$ cat src/rtl/conv_window_sched.sv
// Sequencer for the 3x3 convolution window: walks the image column by column,
// issues three-row BRAM reads, shifts the window and hands complete windows downstream.
module conv_window_sched #(
   parameter int unsigned IMG_W  = 28,
   parameter int unsigned IMG_H  = 28,
   parameter int unsigned ADDR_W = 10,
   parameter int unsigned CNT_W  = 8
) (
   input  logic              clk,
   input  logic              rst_n,
   input  logic              start,
   output logic              busy,
   output logic              done,
   output logic              rd_en,
   output logic [ADDR_W-1:0] rd_addr_r1,
   output logic [ADDR_W-1:0] rd_addr_r2,
   output logic [ADDR_W-1:0] rd_addr_r3,
   output logic              win_wr_en,
   output logic              win_valid,
   input  logic              out_ready,
   output logic [CNT_W-1:0]  win_row,
   output logic [CNT_W-1:0]  win_col
);

   localparam logic [CNT_W-1:0]  C_COLS     = CNT_W'(IMG_W);
   localparam logic [CNT_W-1:0]  C_LAST_ROW = CNT_W'(IMG_H - 3);
   localparam logic [CNT_W-1:0]  C_TWO      = CNT_W'(2);
   localparam logic [ADDR_W-1:0] A_ROW1     = ADDR_W'(IMG_W);
   localparam logic [ADDR_W-1:0] A_ROW2     = ADDR_W'(2 * IMG_W);

   typedef enum logic [1:0] {
      S_IDLE,
      S_FETCH,
      S_ROW_END,
      S_FIN
   } state_t;

   state_t             r_state;
   state_t             w_next;

   logic [CNT_W-1:0]   r_row;
   logic [CNT_W-1:0]   r_col;
   logic [CNT_W-1:0]   r_shift_cnt;
   logic [CNT_W-1:0]   r_win_row;
   logic [CNT_W-1:0]   r_win_col;
   logic [ADDR_W-1:0]  r_addr1;
   logic [ADDR_W-1:0]  r_addr2;
   logic [ADDR_W-1:0]  r_addr3;
   logic               r_pend;
   logic               r_win_valid;

   logic               w_ok;
   logic               w_rd_en;
   logic               w_wr_en;
   logic               w_accept;
   logic               w_next_row;

   // State register
   always_ff @(posedge clk or negedge rst_n) begin
      if (!rst_n) begin
         r_state <= S_IDLE;
      end else begin
         r_state <= w_next;
      end
   end

   // Next state and the handshake-gated read/shift strobes
   always_comb begin
      w_next     = r_state;
      w_ok       = 1'b0;
      w_rd_en    = 1'b0;
      w_wr_en    = 1'b0;
      w_accept   = 1'b0;
      w_next_row = 1'b0;
      case (r_state)
         S_IDLE: begin
            if (start) begin
               w_accept = 1'b1;
               w_next   = S_FETCH;
            end
         end
         S_FETCH: begin
            // An unconsumed window blocks both the shift and the read feeding it
            w_ok    = !(r_win_valid && !out_ready);
            w_rd_en = w_ok && (r_col < C_COLS);
            w_wr_en = w_ok && r_pend;
            if ((r_col == C_COLS) && !r_pend) begin
               w_next = S_ROW_END;
            end
         end
         S_ROW_END: begin
            if (!r_win_valid) begin
               if (r_row == C_LAST_ROW) begin
                  w_next = S_FIN;
               end else begin
                  w_next_row = 1'b1;
                  w_next     = S_FETCH;
               end
            end
         end
         S_FIN: begin
            w_next = S_IDLE;
         end
         default: begin
            w_next = S_IDLE;
         end
      endcase
   end

   // Counters, address pointers and the window-valid flag
   always_ff @(posedge clk or negedge rst_n) begin
      if (!rst_n) begin
         r_row       <= '0;
         r_col       <= '0;
         r_shift_cnt <= '0;
         r_win_row   <= '0;
         r_win_col   <= '0;
         r_addr1     <= '0;
         r_addr2     <= '0;
         r_addr3     <= '0;
         r_pend      <= 1'b0;
         r_win_valid <= 1'b0;
      end else begin
         if (w_accept) begin
            r_row       <= '0;
            r_col       <= '0;
            r_shift_cnt <= '0;
            r_pend      <= 1'b0;
            r_addr1     <= '0;
            r_addr2     <= A_ROW1;
            r_addr3     <= A_ROW2;
         end
         // Pointers already sit on the next row's first column after a full row
         if (w_next_row) begin
            r_row       <= r_row + CNT_W'(1);
            r_col       <= '0;
            r_shift_cnt <= '0;
         end
         if ((r_state == S_FETCH) && w_ok) begin
            r_pend <= w_rd_en;
         end
         if (w_rd_en) begin
            r_col   <= r_col + CNT_W'(1);
            r_addr1 <= r_addr1 + ADDR_W'(1);
            r_addr2 <= r_addr2 + ADDR_W'(1);
            r_addr3 <= r_addr3 + ADDR_W'(1);
         end
         if (w_wr_en) begin
            r_shift_cnt <= r_shift_cnt + CNT_W'(1);
         end
         if (w_wr_en && (r_shift_cnt >= C_TWO)) begin
            r_win_valid <= 1'b1;
            r_win_row   <= r_row;
            r_win_col   <= r_shift_cnt - C_TWO;
         end else if (out_ready) begin
            r_win_valid <= 1'b0;
         end
      end
   end

   assign busy       = (r_state == S_FETCH) || (r_state == S_ROW_END);
   assign done       = (r_state == S_FIN);
   assign rd_en      = w_rd_en;
   assign win_wr_en  = w_wr_en;
   assign rd_addr_r1 = r_addr1;
   assign rd_addr_r2 = r_addr2;
   assign rd_addr_r3 = r_addr3;
   assign win_valid  = r_win_valid;
   assign win_row    = r_win_row;
   assign win_col    = r_win_col;

endmodule

$ cat config.mk
export PLATFORM = sky130hd
export DESIGN_NAME = conv_window_sched
export DESIGN_NICKNAME = d
export VERILOG_FILES = /design/src/rtl/conv_window_sched.sv
export SDC_FILE = /design/constraint.sdc
export NUM_CORES = 1
export LEC_CHECK = 0
export ABC_CLOCK_PERIOD_IN_PS = 3100
export CAP_MARGIN = 10
export CORE_MARGIN = 5
export CORE_UTILIZATION = 55
export DETAILED_ROUTE_END_ITERATION = 10
export HOLD_SLACK_MARGIN = 0.08
export PLACE_DENSITY = 0.8
export SLEW_MARGIN = 25
export SYNTH_ARGS = -nofsm -noshare
export SYNTH_HDL_FRONTEND = slang
export SYNTH_SLANG_ARGS = --single-unit
$ cat constraint.sdc
create_clock -name clk -period 3.1 [get_ports clk]
set_input_delay 0.62 -clock clk [delete_from_list [all_inputs] [get_ports clk]]
set_output_delay 0.62 -clock clk [all_outputs]
set_load 0.02 [all_outputs]
After elaboration in Yosys (flattened, before gate mapping)
Cells that the tools add are included.
Storage, ports and cells
  bits in registers: 74
  input port bits: 4
  output and inout bits: 51
Operators by class
  reductions and logical operators: 18
  multiplexer cells: 28
  add/subtract/negate cells: 7
  order comparisons: 2
  eq/ne operators: 8
Operators with widths (number)
  $mux 10: 6
  $mux 8: 5
  $add 10x1->10 const B: 3
  $add 8x1->8 const B: 3
  $eq 8x5->1 const B: 2
  $mux 1: 12
  $ge 8x2->1 const B: 1
  $lt 8x5->1 const B: 1
  $mux 2: 4
  $pmux 2 s4: 1
  $reduce_bool 2->1: 4
  $sub 8x2->8 const B: 1
  $logic_and 1x1->1: 6
  $ne 2x2->1 const B: 3
  $reduce_bool 3->1: 2
  $eq 2x2->1 const B: 2
  $logic_not 1->1: 3
  $reduce_and 3->1: 1
  $eq 2x1->1 const B: 1
  $logic_not 2->1: 1
  $logic_or 1x1->1: 1

Depth between registers and ports, before layout
  depth after elaboration: 7
  mapped depth: 8

Worst setup path after synthesis
Ideal clock, no wire load.
  path kind: input -> register
  from: input out_ready
  to: register r_shift_cnt[0]
  setup slack: 0.763 ns
  setup time: 0.067 ns
  stages on the path: 6
  arrival time: 2.270 ns
  data required time: 3.033 ns
  cells stage by stage: nand2b_1 > clkbuf_1 > nand3_1 > clkinv_1 > nor3_1 > mux2_2
Between the ends
  longest elaborated chain between the ends: 6
  elaborated cells on any way between the ends: 7
  those cells by class: mux: 2; reduce/logical: 5
RTL lines
  start, declared: RTL line 20  | input logic out_ready,
  $logic_not 1->1 (*): RTL line 84  | w_ok = !(r_win_valid && !out_ready);
  $logic_and 1x1->1 (*): RTL line 84
  $logic_not 1->1 (*): RTL line 84
  $logic_and 1x1->1 (*): RTL line 86  | w_wr_en = w_ok && r_pend;
  $mux 1 (*): RTL line 75  | case (r_state)
  net win_wr_en: RTL line 18  | output logic win_wr_en,
  $reduce_bool 3->1 (no line) / $mux 8 (equally long branches)
  end signal, assigned: RTL line 149  | r_shift_cnt <= r_shift_cnt + CNT_W'(1);
  end, declared: RTL line 43  | logic [CNT_W-1:0] r_shift_cnt;
Mark *: on every way through the listed nets, which the timed path passes. The rest lies on a longest branch.
A chain may end at the register's enable or synchronous reset.

Worst setup path in the final report
  from: input out_ready
  to: output rd_en
Between the ends
  longest elaborated chain between the ends: 5
RTL lines
  $logic_not 1->1: RTL line 84
  $logic_and 1x1->1: RTL line 84
  $logic_not 1->1: RTL line 84
  $logic_and 1x1->1: RTL line 85  | w_rd_en = w_ok && (r_col < C_COLS);
  $mux 1: RTL line 75
  end, declared: RTL line 14  | output logic rd_en,
No other way between the ends.

==> results.cfg <==
[status]
status = finished clean

[placed_design]
port_buffers = 54
gp_congestion = 0.854
dp_cells = 523
hpwl_um = 5580
placed_cell_area_mm2 = 0.00448

[synthesis]
synth_top_area_frac = 0.481
ys_seq_area_frac = 0.481
yosysMostFrequentCell = dfrtp_1
syn_inst = 383
synth_commonest_cells = 74 x dfrtp_1, 34 x o21ai_0, 33 x nand2_1, 19 x nand3_1, 17 x inv_1
yosys.area.top_type = dfrtp_1
synth_edf_count = 0
avgSynthCellArea_um2 = 10.1
synth_cell_type_count = 52
ys_ff_latch = 74
synthArstFlopShare = 1.00
syn_nets = 402
ys.warnings.count = 0
synthesis.area_mm2 = 0.00385
netlist_top_cells_area = dfrtp_1 48%, ha_1 4.9%, o21ai_0 4.4%
ys.flop_type = dfrtp_1

[power_and_ir_drop]
pwr-share-clk = 0.156
p_switching_mw = 1.68
switching_share = 0.421
p_seq_frac = 0.373
cellPowerDensity_mw_per_mm2 = 859
ir_drop_v = 0.000557
p_int_mw = 2.30
combPwrFrac = 0.472
cellLeakagePower_nw = 2.19
finalPower_mw = 3.98

[clock_network]
numClockSinks = 74
h-tree-depth = 3
cts_tree = built
cts_resized = 0
postCtsSetupRepairBufs = 0
numCtsBuffers = 9
hold_buffers = 0
insertion_delay_ps = 340
clkSlewWorstSetupHoldPaths_ps = 70
clk_path_buf_depth = 2
cts_root_buf = clkbuf_8

[drt]
route.vias.total = 3076
wl_um = 8230
drc_errors = 0
dr.pass1.iters = 4
final_antenna_net_count = 0
viasPerCell = 5.75
drt_iter0_markers = 92
wire_per_inst_um = 15.4

[die]
pin_count = 55
std_cell_rows = 30
initial_core_util = 0.567
core_region_area_mm2 = 0.00679
dieArea_mm2 = 0.00878
die_width_um = 93.7
die_h_um = 93.7

[sta]
setup_viol = 0
worst_pin_slew_ps = 899
timing.fmax_mhz = 350
final-hold-violation-count = 0
tns_ps = 0
drv_slew = 0
grt_setup_unrepaired = no
relSlewSlack = 0.400
fin_crit_sh = 0.921
finalWorstPathRequiredPeriod_ps = 2850
fin_skew_ps = 8.26

[grt]
grt_pass1_vias = 3050
grt_overflow = 0
track_usage = 0.201
grt_pass1_wl_um = 14200
antenna_found_initial = 0
grt_max_degree = 75

[final_layout]
num_antenna_cells = 0
drive_gt1_frac = 0.0979
syn_to_final_growth_pct = 20.1
nNetsFinal = 457
fin_area_mm2 = 0.00463
final_cells = 535
finish.utilization = 0.681

[critical_path]
critPathTopFamily = buffers and inverters
rr_worst_depth = 5
required_ps = 2480
r2r_start = r_shift_cnt[3]$_DFFE_PN0P_
crit_path_max_fanout = 7
arrival_ps = 2230
end_kind = primary output
worstSetupPathType = input pin to primary output
r2r-end = win_row[6]$_DFFE_PN0P_
slowest_stage = clkdlybuf4s50_1
crit_path_frequent_cell = clkdlybuf4s50_1
rrSetupSlack_ps = 450
path_cells = clkdlybuf4s50_1 -> nand2b_1 -> nand4_1 -> clkinv_1 -> clkdlybuf4s50_1
path_buf_inv = 3
cp-start-kind = input pin
slowest_delay_ps = 610

[flow_run]
maxCapViolations = 0

[worst_hold_path]
hold_class = input pin to async pin
[registers in the layout, summed over array words and instances (netlist names)]
name / count
r_col: 8
r_shift_cnt: 8
rd_addr_r3: 10
r_state: 2
win_col: 8
r_row: 8
win_valid: 1
rd_addr_r1: 10
rd_addr_r2: 10
r_pend: 1
win_row: 8
[metrics by stage]
step	hold WS, ps	setup slack, ps
floorplan	324	763
global placement	491	258
detailed placement	494	249
CTS	507	236
global route	527	141
finish	494	245
[metal layers]
layer	share of wire	GRT usage	vias to the layer above
met1	0.46	0.265	1510
met5	0	0	-
met4	0.010	0.0987	0
met2	0.49	0.321	57
li1	-	-	1502
met3	0.046	0.0329	7
[power by group through the flow]
stage	Combinational (mW)	Sequential, mW	Clock [mW]
3_5_place_dp	1.88	1.49	0
5_1_grt	2.07	1.52	0.670
4_1_cts	1.89	1.48	0.632
2_1_floorplan	0.997	1.62	0
3_3_place_gp	1.83	1.49	0
6_report	1.88	1.48	0.619
[cell families (layout without fill, tap and decap cells)]
logic type               after synthesis  count (layout)  share of synthesized area
adder cells (fa/ha/maj)               15              15                     0.0487
AO/OA/AOI/OAI                         94              94                      0.161
multiplexers                          18              18                     0.0585
buffers and inverters                 37              93                     0.0409
flip-flops                            74              74                      0.481
AND/OR/NAND/NOR                      137             137                      0.192
XOR/XNOR                               8               8                     0.0182
[area by class of cell]
class,count,area (um^2)
Sequential cell,74,1850
Clock inverter,1,5.00
Inverter,19,71.3
Clock buffer,11,141
Multi-Input combinational cell,272,1840
Timing Repair Buffer,62,596
Tap cell,96,120
Fill cell,518,2170
[worst max path at each step]
stage / startpoint / endpoint / cells past startpoint
2_1_floorplan: out_ready / r_shift_cnt[0]$_DFFE_PN0P_ / 6
3_3_place_gp: out_ready / rd_en / 5
3_5_place_dp: out_ready / rd_en / 5
4_1_cts: out_ready / rd_en / 5
5_1_grt: out_ready / rd_en / 5
6_report: out_ready / rd_en / 5
[layout by cell type (no fill, tap or decap), types with 8 or more instances in the layout]
cell type / synthesis / layout
dfrtp_1: 74 / 74
clkdlybuf4s50_1: 0 / 53
o21ai_0: 34 / 34
nand2_1: 33 / 33
nand3_1: 19 / 19
inv_1: 17 / 17
and3_1: 15 / 15
ha_1: 15 / 15
a21oi_1: 14 / 14
nor3_1: 13 / 13
a21o_1: 12 / 12
nand4_1: 11 / 11
nor2_1: 10 / 10
clkbuf_8: 0 / 10
a211o_1: 8 / 8
mux2_2: 8 / 8
buf_4: 1 / 8
Power figures use the tool's default switching activity.
